[src/rtl/text_ram_arbiter.sv]
// ============================================================================
//  Module      : text_ram_arbiter
//  Description : Two-port arbiter in front of a single-port text RAM. The
//                renderer gets priority with an anti-starvation counter for
//                the editor; the editor can lock the RAM for read-modify-
//                write, and a long lock is periodically broken so the
//                renderer still gets one slot per lock window.
//  Revision    : 1.0 - initial release
// ============================================================================
`default_nettype none

`ifndef TEXT_RAM_LINE_WIDTH
`define TEXT_RAM_LINE_WIDTH 32
`endif

module text_ram_arbiter #(
    parameter int unsigned ADDR_W     = 8,
    parameter int unsigned LINE_W     = `TEXT_RAM_LINE_WIDTH,
    parameter int unsigned RD_LATENCY = 2,
    parameter logic [3:0]  STARVE_MAX = 4'd15,
    parameter logic [3:0]  LOCK_MAX   = 4'd8
) (
    input  logic              clk,
    input  logic              rst_n,
    // renderer port (read only)
    input  logic              r_req,
    input  logic [ADDR_W-1:0] r_addr,
    output logic              r_gnt,
    output logic              r_valid,
    output logic [LINE_W-1:0] r_data,
    // editor port
    input  logic              e_req,
    input  logic              e_we,
    input  logic [ADDR_W-1:0] e_addr,
    input  logic [LINE_W-1:0] e_wdata,
    input  logic              e_lock,
    output logic              e_gnt,
    output logic              e_valid,
    output logic [LINE_W-1:0] e_rdata,
    // RAM side
    output logic [ADDR_W-1:0] ram_addr,
    output logic              ram_wren,
    output logic [LINE_W-1:0] ram_data,
    input  logic [LINE_W-1:0] ram_q,
    // status
    output logic              locked
);

    typedef enum logic [1:0] {
        ST_ARB    = 2'd0,
        ST_LOCKED = 2'd1,
        ST_FORCE  = 2'd2
    } state_t;

    // Owner tags carried alongside each RAM access until its data returns.
    localparam logic [1:0] C_TAG_NONE = 2'd0;
    localparam logic [1:0] C_TAG_R    = 2'd1;
    localparam logic [1:0] C_TAG_E    = 2'd2;

    state_t              r_state;
    state_t              w_state_nxt;
    logic [3:0]          r_starve_cnt;
    logic [3:0]          r_lock_cnt;
    logic                r_locked;
    logic                w_r_gnt;
    logic                w_e_gnt;
    logic [1:0]          w_tag_in;
    logic [1:0]          r_tag [RD_LATENCY];
    logic [ADDR_W-1:0]   r_ram_addr;
    logic                r_ram_wren;
    logic [LINE_W-1:0]   r_ram_data;
    logic                r_rvalid;
    logic                r_evalid;

    assign r_gnt    = w_r_gnt;
    assign e_gnt    = w_e_gnt;
    assign ram_addr = r_ram_addr;
    assign ram_wren = r_ram_wren;
    assign ram_data = r_ram_data;
    assign r_valid  = r_rvalid;
    assign e_valid  = r_evalid;
    assign r_data   = ram_q;
    assign e_rdata  = ram_q;
    assign locked   = r_locked;

    // Grant decode: at most one port wins, chosen by the current FSM state.
    always_comb begin
        w_r_gnt = 1'b0;
        w_e_gnt = 1'b0;
        case (r_state)
            ST_ARB: begin
                if (r_req && e_req) begin
                    if (r_starve_cnt == STARVE_MAX) begin
                        w_e_gnt = 1'b1;
                    end else begin
                        w_r_gnt = 1'b1;
                    end
                end else begin
                    w_r_gnt = r_req;
                    w_e_gnt = e_req;
                end
            end
            ST_LOCKED: w_e_gnt = e_req;
            ST_FORCE:  w_r_gnt = r_req;
            default: begin
                w_r_gnt = 1'b0;
                w_e_gnt = 1'b0;
            end
        endcase
    end

    // Next-state decode; dropping e_lock always wins over the lock timeout.
    always_comb begin
        w_state_nxt = r_state;
        case (r_state)
            ST_ARB: begin
                if (w_e_gnt && e_lock) begin
                    w_state_nxt = ST_LOCKED;
                end
            end
            ST_LOCKED: begin
                if (!e_lock) begin
                    w_state_nxt = ST_ARB;
                end else if (r_lock_cnt == (LOCK_MAX - 4'd1)) begin
                    w_state_nxt = ST_FORCE;
                end
            end
            ST_FORCE:  w_state_nxt = e_lock ? ST_LOCKED : ST_ARB;
            default:   w_state_nxt = ST_ARB;
        endcase
    end

    // Read tag for the access being issued; writes never produce a valid.
    always_comb begin
        w_tag_in = C_TAG_NONE;
        if (w_r_gnt) begin
            w_tag_in = C_TAG_R;
        end else if (w_e_gnt && !e_we) begin
            w_tag_in = C_TAG_E;
        end
    end

    // FSM state, starvation/lock counters and the registered locked flag.
    // locked covers the FORCE slot too: the editor still owns the lock there.
    always_ff @(posedge clk or negedge rst_n) begin
        if (!rst_n) begin
            r_state      <= ST_ARB;
            r_starve_cnt <= 4'd0;
            r_lock_cnt   <= 4'd0;
            r_locked     <= 1'b0;
        end else begin
            r_state  <= w_state_nxt;
            r_locked <= (w_state_nxt != ST_ARB);

            if (!e_req || w_e_gnt) begin
                r_starve_cnt <= 4'd0;
            end else if (w_r_gnt && (r_starve_cnt != STARVE_MAX)) begin
                r_starve_cnt <= r_starve_cnt + 4'd1;
            end

            case (r_state)
                ST_ARB: begin
                    if (w_state_nxt == ST_LOCKED) begin
                        r_lock_cnt <= 4'd0;
                    end
                end
                ST_LOCKED: begin
                    if (r_lock_cnt != 4'hF) begin
                        r_lock_cnt <= r_lock_cnt + 4'd1;
                    end
                end
                ST_FORCE: r_lock_cnt <= 4'd0;
                default:  r_lock_cnt <= 4'd0;
            endcase
        end
    end

    // RAM command register plus the owner-tag pipeline that times the valids.
    always_ff @(posedge clk or negedge rst_n) begin
        if (!rst_n) begin
            r_ram_addr <= '0;
            r_ram_wren <= 1'b0;
            r_ram_data <= '0;
            r_rvalid   <= 1'b0;
            r_evalid   <= 1'b0;
            for (int i = 0; i < int'(RD_LATENCY); i++) begin
                r_tag[i] <= C_TAG_NONE;
            end
        end else begin
            if (w_r_gnt) begin
                r_ram_addr <= r_addr;
                r_ram_wren <= 1'b0;
            end else if (w_e_gnt) begin
                r_ram_addr <= e_addr;
                r_ram_wren <= e_we;
                r_ram_data <= e_wdata;
            end else begin
                r_ram_wren <= 1'b0;
            end

            r_tag[0] <= w_tag_in;
            for (int i = 1; i < int'(RD_LATENCY); i++) begin
                r_tag[i] <= r_tag[i-1];
            end
            r_rvalid <= (r_tag[RD_LATENCY-1] == C_TAG_R);
            r_evalid <= (r_tag[RD_LATENCY-1] == C_TAG_E);
        end
    end

endmodule

`default_nettype wire
[config.mk]
export PLATFORM = sky130hd
export DESIGN_NAME = text_ram_arbiter
export DESIGN_NICKNAME = d
export VERILOG_FILES = /design/src/rtl/text_ram_arbiter.sv
export SDC_FILE = /design/constraint.sdc
export NUM_CORES = 1
export LEC_CHECK = 0
export CAP_MARGIN = 15
export CORE_ASPECT_RATIO = 1.4
export CORE_MARGIN = 2
export CORE_UTILIZATION = 40
export CTS_CLUSTER_DIAMETER = 80
export CTS_CLUSTER_SIZE = 16
export DETAILED_ROUTE_END_ITERATION = 8
export DONT_BUFFER_PORTS = 1
export HOLD_SLACK_MARGIN = 0.15
export PLACE_DENSITY = 0.56
export SYNTH_ARGS = -nofsm -noshare
export SYNTH_HDL_FRONTEND = slang
export SYNTH_SLANG_ARGS = --single-unit
[constraint.sdc]
create_clock -name clk -period 4.2 [get_ports clk]
set_clock_uncertainty 0.15 [all_clocks]
set_input_delay 1.26 -clock clk [delete_from_list [all_inputs] [get_ports clk]]
set_output_delay 1.26 -clock clk [all_outputs]
set_load 0.03 [all_outputs]
* Word-level counts from Yosys, hierarchy flattened
Index checks and enable logic that the tools add are counted.
** Cells by class
- Equality and inequality tests :: 11
- Reduce and logical (&&, ||, !) cells :: 13
- Bitwise logic cells :: 1
- Add/subtract/negate cells :: 2
- Mux-type cells :: 22
** Operators with widths (count)
- $mux 4 :: 4
- $mux 8 :: 2
- $mux 2 :: 5
- $add 4x1->4 const B :: 2
- $ne 4x4->1 const B :: 2
- $pmux 4 s2 :: 1
- $mux 1 :: 7
- $eq 2x1->1 const B :: 3
- $pmux 2 s3 :: 1
- $reduce_bool 2->1 :: 3
- $eq 2x2->1 const B :: 2
- $eq 4x3->1 const B :: 1
- $eq 4x4->1 const B :: 1
- $logic_and 1x1->1 :: 4
- $ne 2x2->1 const B :: 2
- $pmux 1 s2 :: 2
- $reduce_and 2->1 :: 2
- $logic_not 1->1 :: 2
- $logic_not 2->1 :: 1
- $logic_or 1x1->1 :: 1
- $not 1->1 :: 1
** Word-level totals
- Output and inout bits :: 110
- Logic and storage cells :: 60
- Bits of input ports :: 86
- Flip-flop bits (word level) :: 58

* Longest topological paths before layout
- Depth in word-level cells :: 10
- Gate-level depth with buffers :: 7
- Mapped depth without buffers :: 5

* Worst setup path before layout
Ideal clock, no wire load.
- Kind :: input port to output port
- Start point :: input r_req
- End point :: output r_gnt
- Stages on the path :: 4
- Arrival :: 2.084 ns
- Data required time :: 2.790 ns
- Setup slack :: 0.706 ns
- Buffers on the path :: 1
- Path through :: nor2b_1 > buf_2 > o21ai_1 > inv_1
** Between the ends
- Cells in the longest elaborated chain, start to end :: 3
** Ends and longest elaborated chain
- start, declared :: RTL line 26 : input logic r_req,
- $logic_and 1x1->1 :: RTL line 92 : if (r_req && e_req) begin
- $mux 1 :: RTL line 92
- $pmux 1 s2 (*) :: RTL line 90 : case (r_state)
- end, declared :: RTL line 28 : output logic r_gnt,
Mark *: on every way between the ends. The rest lies on a longest branch, timed or not.

* Worst setup path in the final report
- Start point :: input e_req
- End point :: output r_gnt
** Between the ends
- Cells in the longest elaborated chain, start to end :: 3
** Ends and longest elaborated chain
- start, declared :: RTL line 32 : input logic e_req,
- $logic_and 1x1->1 :: RTL line 92
- $mux 1 :: RTL line 92
- $pmux 1 s2 :: RTL line 90
No other way between the ends.

==> flow_metrics.env <==
export IMPL_cts_max_level=3
export IMPL_async_reset_ff_share_pct=100
export IMPL_swShare_pct=32.5
export IMPL_cts_sinks=58
export IMPL_setup_slack_ns=0.511
export IMPL_syn_avg_cell_area_um2=12.5
export IMPL_nets=268
export IMPL_final_hold_viol_count=0
export IMPL_drive_gt1_share_pct=31.9
export IMPL_wire_per_inst_um=19.5
export IMPL_fill_cells=734
export IMPL_path_cells="nand2b_1 -> o21ai_1 -> inv_1"
export IMPL_critPathBufInv=1
export IMPL_drtIter0Drc=55
export IMPL_ys_flop_type="dfrtp_1"
export IMPL_rsz0062_at_grt="false"
export IMPL_synth_cell_types=40
export IMPL_die_x_um=77.3
export IMPL_synth_edf_count=0
export IMPL_drc=0
export IMPL_worst_pin_slew_ns=0.752
export IMPL_critical_path_class="in -> out"
export IMPL_numCtsBuffers=9
export IMPL_hp_start="r_tag[2]"
export IMPL_startpoint="e_req"
export IMPL_grt_usage_pct=13.7
export IMPL_clockBufferDepth=2
export IMPL_required_ns=2.79
export IMPL_vias=1478
export IMPL_critPathCaptureType="primary output"
export IMPL_die_h_um=107
export IMPL_power_density_nw_per_um2=544
export IMPL_synth_seq_cells=58
export IMPL_ctsResizeCount=0
export IMPL_comb_power_share_pct=11.5
export IMPL_viasPerCell=5.24
export IMPL_use_met1_pct=15.6
export IMPL_ir_worst_vdd_mv=0.221
export IMPL_fin_hold_ws_ns=0.204
export IMPL_grt_first_pass_wirelength_um=8580
export IMPL_dpl_worst_slack_ns=0.490
export IMPL_area_growth_syn_to_layout_pct=-7.49
export IMPL_num_io_pins=196
export IMPL_place_gp_congestion=0.695
export IMPL_setup_tns_final_ns=0
export IMPL_syn_area_um2=3010
export IMPL_min_path_type="reg -> reg"
export IMPL_port_buffers=0
export IMPL_multi_input_area_um2=991
export IMPL_regArea_um2=1450
export IMPL_initial_utilization_pct=41.1
export IMPL_crit_path_max_fanout=9
export IMPL_cts_hold_buf=0
export IMPL_ys_seq_area_share_pct=48.3
export IMPL_leakage_nw=1.22
export IMPL_core_um2=7310
export IMPL_maxCapViolCount=0
export IMPL_path_clk_slew_ns=0.06
export IMPL_use_met3_pct=7.15
export IMPL_rows=37
export IMPL_antenna_cells=0
export IMPL_syn_nets=328
export IMPL_status="completed"
export IMPL_dpl_hpwl_um=3670
export IMPL_fmax_mhz=271
export IMPL_p_clk_share_pct=32.8
export IMPL_drt_total_wl_um=5500
export IMPL_grt_pass1_vias=1604
export IMPL_relSlewSlack_pct=49.5
export IMPL_cpPeakStageDelay_ns=0.61
export IMPL_report_final_slew_viol_count=0
export IMPL_syn_inst=240
export IMPL_intPower_mw=1.02
export IMPL_cts_tree="done"
export IMPL_fin_crit_sh_pct=87.8
export IMPL_path_delay_family="compound AO/OA/AOI/OAI gates"
export IMPL_rr_startpoint="r_state[1]"
export IMPL_p_switching_mw=0.491
export IMPL_ant_nets=0
export IMPL_crit_slowest_cell="o21ai_1"
export IMPL_grt_util_met2_pct=21.7
export IMPL_worst_ep_arrival_time_ns=2.28
export IMPL_yosysWarningCount=0
export IMPL_min_period_ns=3.69
export IMPL_insertion_delay_ns=0.33
export IMPL_grt_ovfl_total=0
export IMPL_power_frac_seq_pct=55.7
export IMPL_antenna_found_initial=0
export IMPL_firstDrtPassIters=6
export IMPL_dieArea_um2=8240
export IMPL_grt_busiest_layer="met2"
export IMPL_clockRootBuffer="clkbuf_8"
export IMPL_critPathLaunchType="primary input"
export IMPL_cts_setup_buffers=0
export IMPL_setup_viol=0
export IMPL_grt_max_degree=59
-- Yosys cell counts (2+ instances only) --
master	instances	area (um^2)
mux2_2	4	45.0
nor2_1	3	11.3
o211ai_1	4	30.0
buf_6	4	45.0
dfrtp_1	58	1450
a21oi_1	6	30.0
mux2i_1	2	20.0
buf_4	64	480
o21ai_0	2	10.0
inv_1	3	11.3
buf_2	3	15.0
o221a_2	8	90.1
ha_1	2	25.0
nand3_1	5	25.0
nor2b_1	5	31.3
mux2_4	28	420
nand2_1	4	15.0
nand2b_1	2	12.5
or3_1	11	68.8
clkbuf_1	2	7.51
-- power groups by stage --
stage / clock network [mW] / registers [mW] / logic (mW)
6_report: 0.496 / 0.843 / 0.174
5_1_grt: 0.548 / 0.851 / 0.193
4_1_cts: 0.520 / 0.845 / 0.178
3_5_place_dp: 0 / 0.855 / 0.176
3_3_place_gp: 0 / 0.853 / 0.171
2_1_floorplan: 0 / 0.831 / 0.275
-- layer usage --
metal	up-vias	part of all wire, %	wire length (um)
met1	732	38	2120
met4	0	1.2	68
met2	77	51	2820
met5	-	0	0
met3	8	9.0	496
li1	661	-	-
-- cells by family (layout without fill, tap and decap cells) --
kind of cell             count (synthesis)  count (layout)  share of synthesized area (%)
AO/OA/AOI/OAI                           30              30                           8.24
adder cells (fa/ha/maj)                  2               2                          0.832
buffers and inverters                   77              22                           18.8
flip-flops                              58              58                           48.3
multiplexers                            34              34                           16.1
AND/OR/NAND/NOR                         39              39                           7.74
-- through the flow --
stage,total power [mW],std cells,cell area (um^2),util [%]
5_1_grt,1.59,282,2780,38.0
3_5_place_dp,1.03,266,2600,35.5
2_1_floorplan,1.11,240,3010,-
4_1_cts,1.54,282,2780,38.0
6_report,1.51,282,2780,38.0
3_3_place_gp,1.02,266,2600,35.5
-- worst register-to-register path, delay by kind of cell (launching register included) --
family | cells | cell delay, ns
simple gates | 1 | 0.46
buf+inv | 2 | 0.66
mux | 1 | 0.42
flops | 1 | 0.56
compound gates | 1 | 0.19
-- final timing paths --
check | to | depth (start not counted) | slack, ns
setup reg to reg | ram_data[0] | 5 | 1.65
hold reg to reg | r_tag[0] | 0 | 0.20
setup / recovery | r_gnt | 3 | 0.51
max in group asynchronous | ram_data[14] | 0 | 3.33
hold / removal | r_tag[0] | 0 | 0.20
min in group asynchronous | ram_data[24] | 0 | 0.47
-- sequential cells by signal, summed over array words and instances (netlist names) --
name,flops
e_valid,1
locked,1
r_lock_cnt,4
r_starve_cnt,4
r_state,2
r_tag,4
r_valid,1
ram_addr,8
ram_data,32
ram_wren,1
-- area by class of cell --
type | count | area share, %
sequential | 58 | 52.2
multi-input combinational | 105 | 35.6
clock inverter | 5 | 1.98
timing repair buffer | 2 | 0.540
inverter | 4 | 0.629
tap | 97 | 4.36
clock buffer | 11 | 4.72
-- cell usage in the layout, fill, tap and decap left out, types with 3 or more instances in the layout --
cell type	instances
inv_1	3
nand2_1	4
mux2_2	4
nor2b_1	5
nor2_1	3
nand3_1	5
o211ai_1	4
dfrtp_1	58
clkbuf_8	9
a21oi_1	6
or3_1	11
o221a_2	8
mux2_4	28
Note: power is estimated with default switching activity, not from simulation.
